### config.mk
export PLATFORM = sky130hd
export DESIGN_NAME = alu
export DESIGN_NICKNAME = d
export VERILOG_FILES = /design/src/rtl/alu_pkg.sv /design/src/rtl/alu_addsub.sv /design/src/rtl/alu.sv
export SDC_FILE = /design/constraint.sdc
export NUM_CORES = 1
export LEC_CHECK = 0
export CAP_MARGIN = 20
export CELL_PAD_IN_SITES_DETAIL_PLACEMENT = 0
export CELL_PAD_IN_SITES_GLOBAL_PLACEMENT = 2
export CORE_ASPECT_RATIO = 1.2
export CORE_MARGIN = 3
export CORE_UTILIZATION = 35
export DETAILED_ROUTE_END_ITERATION = 8
export PLACE_DENSITY_LB_ADDON = 0.05
export SKIP_CTS_REPAIR_TIMING = 1
export SYNTH_ARGS = -nofsm -noshare
export SYNTH_HDL_FRONTEND = slang
export SYNTH_HIERARCHICAL = 1
export SYNTH_SLANG_ARGS = --single-unit
### constraint.sdc
create_clock -name clk -period 8.8 [get_ports clk]
set_input_delay 1.76 -clock clk [delete_from_list [all_inputs] [get_ports clk]]
set_output_delay 1.76 -clock clk [all_outputs]
set_load 0.05 [all_outputs]
### src/rtl/alu_pkg.sv
// rtl/alu_pkg.sv - shared width default, opcode constants and flag record for the alu slice
package alu_pkg;

  localparam int WIDTH_DEFAULT = 16;

  localparam logic OP_ADD = 1'b0;
  localparam logic OP_SUB = 1'b1;

  typedef struct packed {
    logic zero;
    logic neg;
    logic carry;
    logic ovf;
  } alu_flags_t;

  localparam alu_flags_t FLAGS_CLEAR = '{zero: 1'b0, neg: 1'b0, carry: 1'b0, ovf: 1'b0};

endpackage

### src/rtl/alu_addsub.sv
// rtl/alu_addsub.sv - combinational add/subtract with carry (not-borrow) and signed overflow
module alu_addsub
  import alu_pkg::*;
#(
  parameter int WIDTH = WIDTH_DEFAULT
) (
  input  logic [WIDTH-1:0] a,
  input  logic [WIDTH-1:0] b,
  input  logic             sub,
  output logic [WIDTH-1:0] result,
  output logic             carry,
  output logic             ovf
);

  logic [WIDTH-1:0] b_eff;
  logic [WIDTH:0]   sum;
  logic             a_msb;
  logic             b_msb;
  logic             r_msb;

  // Subtract is A + ~B + 1, so the carry-out reads as NOT borrow.
  assign b_eff = (sub == OP_SUB) ? ~b : b;
  assign sum   = {1'b0, a} + {1'b0, b_eff} + {{WIDTH{1'b0}}, sub};

  assign result = sum[WIDTH-1:0];
  assign carry  = sum[WIDTH];

  assign a_msb = a[WIDTH-1];
  assign b_msb = b[WIDTH-1];
  assign r_msb = sum[WIDTH-1];

  always_comb begin
    ovf = 1'b0;
    if (sub == OP_SUB) begin
      ovf = (a_msb != b_msb) && (r_msb != a_msb);
    end else begin
      ovf = (a_msb == b_msb) && (r_msb != a_msb);
    end
  end

endmodule

### src/rtl/alu.sv
// rtl/alu.sv - accumulator-style alu: operand register A, result register G and registered flags
module alu
  import alu_pkg::*;
#(
  parameter int WIDTH = WIDTH_DEFAULT
) (
  input  logic             clk,
  input  logic             rst,
  input  logic             ain,
  input  logic             gin,
  input  logic             sub,
  input  logic [WIDTH-1:0] buswires,
  output logic [WIDTH-1:0] aluout,
  output logic             zero,
  output logic             neg,
  output logic             carry,
  output logic             ovf
);

  logic [WIDTH-1:0] a_reg;
  logic [WIDTH-1:0] g_reg;
  alu_flags_t       flags_reg;

  logic [WIDTH-1:0] r_result;
  logic             r_carry;
  logic             r_ovf;

  alu_addsub #(.WIDTH(WIDTH)) u_addsub (
    .a      (a_reg),
    .b      (buswires),
    .sub    (sub),
    .result (r_result),
    .carry  (r_carry),
    .ovf    (r_ovf)
  );

  always_ff @(posedge clk) begin
    if (rst) begin
      a_reg <= '0;
    end else if (ain) begin
      a_reg <= buswires;
    end
  end

  // G samples the sum of the pre-edge A, so ain and gin together chain naturally.
  always_ff @(posedge clk) begin
    if (rst) begin
      g_reg     <= '0;
      flags_reg <= FLAGS_CLEAR;
    end else if (gin) begin
      g_reg           <= r_result;
      flags_reg.zero  <= (r_result == '0);
      flags_reg.neg   <= r_result[WIDTH-1];
      flags_reg.carry <= r_carry;
      flags_reg.ovf   <= r_ovf;
    end
  end

  assign aluout = g_reg;
  assign zero   = flags_reg.zero;
  assign neg    = flags_reg.neg;
  assign carry  = flags_reg.carry;
  assign ovf    = flags_reg.ovf;

endmodule

==> flow_summary_export.csv, run 1 <==
group,metric,value,unit
status,status,"completed",
floorplanning,die_w,78.9,µm
clock_tree,clk_latency,0.29,ns
worst_setup_path,worstPathBufferInverterCount,2,
worst_setup_path,crit_required,9.00,ns
placed_design,dpl.cell_count,349,
logic_synthesis,async_reset_ff_share,0,%
final_layout,fin_cells,356,
timing,rsz0062_at_grt,"no",
drt,dr.pass1.iters,4,
logic_synthesis,yosys.area_share.simple,13.6,%
logic_synthesis,synth-compound-area-share,12.0,%
logic_synthesis,ys_types,42,
logic_synthesis,yosysTopAreaCellShare,31.4,%
grt,grt_overflow_total,0,
logic_synthesis,synthMuxAreaShare,16.3,%
final_layout,syn_to_final_growth,22.5,%
worst_setup_path,arrival,5.10,ns
worst_setup_path,crit_family,"buffers and inverters",
logic_synthesis,ys.flop_type,"dfxtp_1",
drt,wl_per_cell,13.6,µm
final_layout,final_cell_area,2740,µm²
timing,finalWorstSetupSlack,3.89,ns
grt,grt_pass1_vias,1719,
logic_synthesis,syn_area,2230,µm²
placed_design,routabilityCongestion,0.850,
timing,timing.final.crit_share,55.7,%
run,max-cap-violations,0,
clock_tree,numCtsBuffers,5,
worst_setup_path,rr_startpoint,"a_reg[0]",
worst_setup_path,cp_max_fo,16,
placed_design,numPortBuffers,40,
final_layout,antennaDiodeCount,0,
grt,antenna_found_initial,0,
drt,antenna_left,0,
logic_synthesis,yosys-top-cells-count,"nor2_1 (38), dfxtp_1 (35), mux2i_1 (35)",
grt,grt_max_degree,37,
placed_design,place_area,2650,µm²
drt,drc,0,
logic_synthesis,synth_edf_count,0,
drt,routed_via_density,4.82,
clock_tree,htreeDepth,2,
worst_setup_path,critical_path.max_stage_delay,1.07,ns
logic_synthesis,synth_top_family_by_area,"multiplexers",
clock_tree,root_buffer,"clkbuf_8",
logic_synthesis,yosysWarnings,6,
logic_synthesis,seq_area_frac_synth,31.4,%
power_and_ir_drop,vdd_drop_max,0.0999,mV
floorplanning,initial_core_util,36.4,%
power_and_ir_drop,power_density,181,nW/µm²
placed_design,post-place-ws,3.53,ns
grt,grt_use_total,14.5,%
worst_setup_path,slowest_stage,"clkdlybuf4s50_1",
logic_synthesis,yosysMostFrequentCell,"nor2_1",
timing,setup_tns,0,ns
grt,grt_pass1_wl,8.42,mm
worst_setup_path,worstSetupEndpointType,"register",
clock_tree,clkTransAtPathRegs,0.07,ns
logic_synthesis,avgSynthCellArea,9.34,µm²
logic_synthesis,synth_top_area_cell,"dfxtp_1",
worst_setup_path,crit_type,"input port to register",
floorplanning,core_area,6130,µm²
timing,drv_slew,0,
final_layout,fin_nets,312,
worst_setup_path,crit_end,"zero",
worst_setup_path,cp-startpoint,"sub",
clock_tree,cts_tree,"yes",
power_and_ir_drop,cellLeakagePower,1.19,nW
drt,num_vias,1717,
floorplanning,die_h,93.5,µm
logic_synthesis,syn_inst,239,
timing,hold_viol_final,0,
clock_tree,cts_buffer_depth,2,
timing,maxSlewHeadroom,27.8,%
worst_setup_path,crit_chain,"clkdlybuf4s50_1 -> xor2_1 -> inv_1 -> fa_1 -> nand2b_1 -> a21oi_1 -> o2111ai_1 -> o211ai_1 -> o21ai_0 -> xnor2_1 -> nor4_1 -> nand3_1 -> o22ai_1",
logic_synthesis,ys_top_cells_by_area,"dfxtp_1 (31%), mux2i_1 (16%), ha_1 (9.0%)",
worst_setup_path,reg2reg_to,"zero",
drt,drtIter0Drc,43,
clock_tree,clock-sinks,35,
logic_synthesis,synth_xor_area_share,11.8,%
timing,worstMarginPinSlew,1.08,ns
worst_setup_path,rr_worst_depth,11,
timing,setup_viol,0,
worst_setup_path,rrSetupSlack,6.25,ns
logic_synthesis,synth_fa_ha_area_share,9.86,%
worst_hold_path,min_path_type,"register to register",
floorplanning,ios,41,
timing,clock_skew,0.00778,ns
worst_setup_path,crit_cells,13,
logic_synthesis,synth_nets,277,
final_layout,regArea,701,µm²
power_and_ir_drop,total_power,495,µW
floorplanning,die-area,7380,µm²
final_layout,multi_input_area,1420,µm²
final_layout,layout-drive-gt1-share,5.84,%
timing,fin_crit,4.91,ns
timing,fmax,204,MHz
final_layout,nFillCells,643,
drt,route.final.wire_length,4.84,mm
placed_design,dp_hpwl,3.68,mm
worst_setup_path,worst_setup_path_start_kind,"input port",
logic_synthesis,ys_ff_latch,35,
floorplanning,rows,31,
==> power by group <==
part | leakage (nW) | switching, mW | internal (mW)
Sequential | 0.289 | 0.00845 | 0.173
Clock | 0.0470 | 0.0594 | 0.0615
Combinational | 0.851 | 0.115 | 0.0774
Total | 1.19 | 0.183 | 0.312
==> worst register-to-register path: stages (launching register included) <==
cell and delay, ns:
dfxtp_1 0.38, mux2i_2 0.13, fa_1 0.46, nand2b_1 0.18, a21oi_1 0.18, o2111ai_1 0.21
o211ai_1 0.21, o21ai_0 0.15, xnor2_1 0.18, nor4_1 0.19, nand3_1 0.10, o22ai_1 0.11
==> logic make-up (layout without fill, tap and decap cells) <==
kind of cell,after synthesis,in the layout
buffers and inverters,18,53
AO/OA/AOI/OAI,36,36
multiplexers,36,36
XOR/XNOR,30,30
AND/OR/NAND/NOR,67,67
flip-flops,35,35
adder cells (fa/ha/maj),17,17
==> layer usage <==
metal | up-vias | track usage [%] | wire, µm
met5 | - | 0 | 0
met4 | 0 | 5.44 | 80
met3 | 7 | 3.56 | 224
met2 | 45 | 22.0 | 2150
met1 | 768 | 19.7 | 2380
li1 | 897 | - | -
==> cell usage in the layout, fill, tap and decap left out, types with 3 or more instances in the layout <==
master and instances:
clkdlybuf4s50_1 40, nor2_1 38, mux2i_1 35, dfxtp_1 35, xor2_1 20, ha_1 16, a21oi_1 12, nand2_1 10
xnor2_1 10, clkbuf_8 6, nand2b_1 5, inv_1 5, o21ai_0 5, nor4_1 3, nand3_1 3
==> how the worst min path moves through the flow <==
stage                           end  slack, ns  cells past startpoint       from
after floorplan           a_reg[13]       0.47                      2  a_reg[13]
final                          zero       0.49                      2       zero
after global routing          carry       0.52                      2      carry
after detailed placement       zero       0.48                      2       zero
after CTS                      zero       0.49                      2       zero
after global placement    aluout[6]       0.47                      2  aluout[6]
==> through the flow <==
step / utilization, % / hold WS (ns)
detailed placement: 43.2 / 0.479
global placement: 43.2 / 0.474
finish: 44.6 / 0.489
CTS: 44.6 / 0.491
floorplan: - / 0.467
global route: 44.6 / 0.519
==> layout make-up <==
type / count / share of cell area, %
Multi-Input combinational cell: 186 / 51.8
Sequential cell: 35 / 25.6
Timing Repair Buffer: 41 / 14.9
Tap cell: 82 / 3.75
Clock buffer: 6 / 3.02
Inverter: 5 / 0.686
Clock inverter: 1 / 0.183
Note: power is estimated with default switching activity, not from simulation.
==> inputs of run 2 (changes only) <==
- CORE_UTILIZATION: 35 -> 29
- clock period: 8.8 -> 4 ns (I/O delays scaled with it)
==> flow_summary_export.csv, run 2 (same netlist as run 1, synthesis figures left out) <==
group,metric,value,unit
worst_setup_path,worstSetupEndpointType,"register",
worst_setup_path,critical_path.max_stage_delay,0.51,ns
grt,grt_pass1_wl,8.93,mm
drt,routed_via_density,4.77,
floorplanning,die_w,86.1,µm
timing,rsz0062_at_grt,"no",
final_layout,layout_commonest_cell,"clkdlybuf4s50_1",
grt,grt_overflow_total,0,
worst_setup_path,crit_family,"compound AO/OA/AOI/OAI gates",
grt,grt_max_degree,21,
placed_design,post-place-ws,0.0760,ns
drt,route.final.wire_length,5.27,mm
timing,fin_crit,3.60,ns
worst_setup_path,arrival,3.80,ns
placed_design,dp_hpwl,4.04,mm
worst_setup_path,cp-startpoint,"sub",
worst_setup_path,rr_worst_depth,11,
final_layout,final_cell_area,2780,µm²
final_layout,fin_nets,315,
final_layout,fin_cells,367,
clock_tree,clk_latency,0.28,ns
floorplanning,die-area,8790,µm²
power_and_ir_drop,power_density,396,nW/µm²
timing,maxSlewHeadroom,33.0,%
worst_setup_path,crit_required,4.20,ns
final_layout,mostFrequentLayoutCells,"clkdlybuf4s50_1 (40), nor2_1 (38), mux2i_1 (35), dfxtp_1 (35), xor2_1 (20)",
worst_setup_path,crit_chain,"clkdlybuf4s50_1 -> buf_12 -> xor2_1 -> inv_1 -> fa_1 -> nand2b_1 -> a21oi_1 -> o2111ai_1 -> o211ai_1 -> o21ai_0 -> xnor2_1 -> nor4_1 -> nand3_1 -> o22ai_1",
clock_tree,clock-sinks,35,
clock_tree,cts_buffer_depth,2,
worst_setup_path,worst_setup_path_start_kind,"input port",
worst_hold_path,min_path_type,"register to register",
timing,drv_slew,0,
worst_setup_path,slowest_stage,"clkdlybuf4s50_1",
placed_design,place_area,2690,µm²
floorplanning,core_area,7360,µm²
grt,grt_use_total,13.1,%
run,max-cap-violations,0,
timing,clock_skew,0.00620,ns
clock_tree,clkTransAtPathRegs,0.08,ns
timing,fmax,278,MHz
clock_tree,root_buffer,"clkbuf_8",
power_and_ir_drop,vdd_drop_max,0.139,mV
timing,worstMarginPinSlew,1.00,ns
worst_setup_path,rr_startpoint,"a_reg[0]",
timing,timing.final.crit_share,90.0,%
floorplanning,ios,41,
status,status,"completed",
worst_setup_path,rrSetupSlack,1.39,ns
grt,antenna_found_initial,0,
worst_setup_path,worstPathBufferInverterCount,3,
drt,antenna_left,0,
clock_tree,numCtsBuffers,5,
floorplanning,initial_core_util,30.3,%
worst_setup_path,cp_max_fo,16,
worst_setup_path,crit_end,"zero",
timing,setup_viol,0,
drt,drtIter0Drc,33,
timing,finalWorstSetupSlack,0.401,ns
floorplanning,die_h,102,µm
drt,dr.pass1.iters,6,
power_and_ir_drop,cellLeakagePower,1.21,nW
final_layout,syn_to_final_growth,24.5,%
grt,grt_pass1_vias,1741,
final_layout,layout-drive-gt1-share,6.86,%
floorplanning,rows,34,
placed_design,routabilityCongestion,0.749,
drt,wl_per_cell,14.4,µm
worst_setup_path,crit_cells,14,
drt,num_vias,1750,
worst_setup_path,crit_type,"input port to register",
timing,hold_viol_final,0,
timing,setup_tns,0,ns
drt,drc,0,
power_and_ir_drop,total_power,1.10,mW
clock_tree,cts_tree,"yes",
worst_setup_path,reg2reg_to,"zero",
placed_design,numPortBuffers,40,
clock_tree,htreeDepth,2,
placed_design,dpl.cell_count,360,
final_layout,antennaDiodeCount,0,
run 2: report_power, final:
group,internal [mW],switching [mW],leakage (nW)
clock network,0.135,0.131,0.0470
registers,0.381,0.0182,0.289
logic,0.174,0.260,0.870
run 2: cell type report:
class                   count  area, µm²
flip-flops and latches     35        701
well taps                  90        113
clock inverters             1       5.00
inverters                   5       18.8
fillers                   785       4580
multi-input cells         186       1420
clock buffers               6       82.6
repair buffers             44        443
run 2: per-layer routing:
metal,part of all wire [%],track usage [%],vias up
li1,-,-,903
met1,50,17.6,806
met2,45,20.5,36
met3,4.5,3.06,5
met4,1.1,4.38,0
met5,0,0,-
run 2: worst min path at each step:
stage                    from        end  slack, ns  cells after the start
finish              aluout[0]  aluout[0]       0.50                      2
global route             zero       zero       0.53                      2
CTS                      zero       zero       0.50                      2
detailed placement       zero       zero       0.49                      2
global placement    aluout[2]  aluout[2]       0.47                      2
floorplan           a_reg[13]  a_reg[13]       0.47                      2
run 2: per-stage QoR:
step	hold slack (ns)	util [%]
after CTS	0.498	37.8
after global placement	0.473	36.6
final	0.496	37.8
after detailed placement	0.486	36.6
after floorplan	0.467	-
after global routing	0.527	37.8
run 2: worst min-delay path: stages, from the launching register on:
cell     delay (ns)
dfxtp_1        0.33
mux2i_1        0.06
nor2_1         0.07
==> inputs of run 3 (changes only) <==
- GPL_TIMING_DRIVEN: not set -> 0
- HOLD_SLACK_MARGIN: not set -> 0.08
- MAX_ROUTING_LAYER: not set -> met4
==> flow_summary_export.csv, run 3 (same netlist as run 1, synthesis figures left out) <==
group,metric,value,unit
status,status,"completed",
drt,drc,0,
clock_tree,cts_tree,"yes",
placed_design,dp_hpwl,4.27,mm
grt,top_usage_layer,"met2",
floorplanning,die_w,86.1,µm
grt,grt_max_degree,11,
grt,grt_pass1_vias,1722,
grt,grtUsageMet1,17.3,%
power_and_ir_drop,vdd_drop_max,0.133,mV
worst_setup_path,rrSetupSlack,1.36,ns
worst_setup_path,arrival,3.79,ns
final_layout,nFillCells,781,
floorplanning,initial_core_util,30.3,%
grt,grt_use_met2,21.3,%
worst_hold_path,min_path_cells,2,
worst_setup_path,crit_type,"input port to register",
final_layout,mostFrequentLayoutCells,"nor2_1 (38), clkdlybuf4s50_1 (36), mux2i_1 (35), dfxtp_1 (35), xor2_1 (20)",
timing,clock_skew,0.00858,ns
final_layout,layout_commonest_cell,"nor2_1",
drt,route.final.wire_length,5.35,mm
final_layout,fin_nets,320,
final_layout,syn_to_final_growth,25.1,%
final_layout,layout-drive-gt1-share,8.87,%
drt,dr.pass1.iters,5,
clock_tree,clock-sinks,35,
final_layout,antennaDiodeCount,0,
clock_tree,htreeDepth,2,
floorplanning,core_area,7360,µm²
floorplanning,die-area,8790,µm²
grt,use_met3,2.50,%
drt,antenna_left,0,
clock_tree,clkTransAtPathRegs,0.07,ns
timing,drv_slew,0,
power_and_ir_drop,power_density,393,nW/µm²
final_layout,regArea,701,µm²
clock_tree,root_buffer,"clkbuf_8",
worst_hold_path,whs_endpoint,"zero",
timing,fmax,279,MHz
timing,rsz0062_at_grt,"no",
drt,drtIter0Drc,65,
final_layout,final_core_util,38.0,%
placed_design,post-place-ws,0.0400,ns
floorplanning,ios,41,
worst_hold_path,min_path_type,"register to register",
worst_setup_path,worstSetupEndpointType,"register",
timing,finalWorstSetupSlack,0.420,ns
clock_tree,numCtsBuffers,5,
drt,wl_per_cell,14.4,µm
grt,grt_overflow_total,0,
clock_tree,clk_latency,0.29,ns
placed_design,numPortBuffers,36,
floorplanning,rows,34,
final_layout,multi_input_area,1420,µm²
drt,routed_via_density,4.78,
power_and_ir_drop,cellLeakagePower,1.22,nW
drt,num_vias,1779,
floorplanning,die_h,102,µm
clock_tree,cts_buffer_depth,2,
grt,grt_use_total,13.4,%
timing,worstMarginPinSlew,0.736,ns
worst_setup_path,reg2reg_to,"zero",
timing,maxSlewHeadroom,51.0,%
grt,antenna_found_initial,0,
run,max-cap-violations,0,
worst_setup_path,rr_startpoint,"a_reg[0]",
timing,setup_tns,0,ns
worst_setup_path,crit_required,4.21,ns
worst_hold_path,hold_start,"zero",
grt,grt_pass1_wl,8.79,mm
timing,fin_crit,3.58,ns
worst_setup_path,worst_setup_path_start_kind,"input port",
timing,timing.final.crit_share,89.5,%
timing,hold_viol_final,0,
worst_setup_path,cp_max_fo,10,
placed_design,routabilityCongestion,0.772,
timing,setup_viol,0,
worst_setup_path,rr_worst_depth,11,
[run 3: changes by cell type in the layout (fill, tap and decap cells not counted), sizes merged]
cell and delta:
buf +6, clkbuf +3, clkdlybuf4s50 -4
[run 3: area by class of cell]
type                    instances  share of cell area, %
inverters                       5                  0.672
repair buffers                 36                   12.9
well taps                      90                   4.03
clock buffers                   6                   2.96
multi-input cells             186                   50.7
flip-flops and latches         35                   25.1
clock inverters                 1                  0.179
plain buffers                  13                   3.45
[run 3: metrics by stage]
step / cells / area, µm² / power, mW / hold slack, ns
after floorplan: 239 / 2230 / 0.718 / 0.467
after global placement: 365 / 2710 / 0.844 / 0.471
after detailed placement: 365 / 2710 / 0.844 / 0.475
after CTS: 372 / 2790 / 1.12 / 0.488
after global routing: 372 / 2790 / 1.17 / 0.509
final: 372 / 2790 / 1.10 / 0.484
[run 3: critical path, stage by stage]
cell and delay [ns]:
buf_6 0.13, clkbuf_1 0.58, xor2_1 0.15, ha_1 0.38, a21oi_1 0.18, o221ai_2 0.16, a221oi_4 0.38, o21ai_2 0.15
a31oi_1 0.21, xnor2_1 0.13, nor4_1 0.30, nand3_1 0.12, o22ai_1 0.11
[run 3: how the worst max path moves through the flow]
stage          slack, ns    to  startpoint  depth (start not counted)
2_1_floorplan       0.61  zero         sub                         13
3_3_place_gp        0.03  zero         sub                         13
3_5_place_dp        0.04  zero         sub                         13
4_1_cts             0.34  zero         sub                         13
5_1_grt             0.10  zero         sub                         13
6_report            0.42  zero         sub                         13
[run 3: layer usage]
layer	wire length [µm]	up-vias	share of wire, %
met5	0	-	0
met4	70	0	1.3
met3	226	5	4.2
met2	2480	41	46
met1	2570	824	48
li1	-	909	-
[run 3: where the power goes]
group	switching [mW]	internal, mW
combinational	0.260	0.173
sequential	0.0176	0.381
clock	0.131	0.135
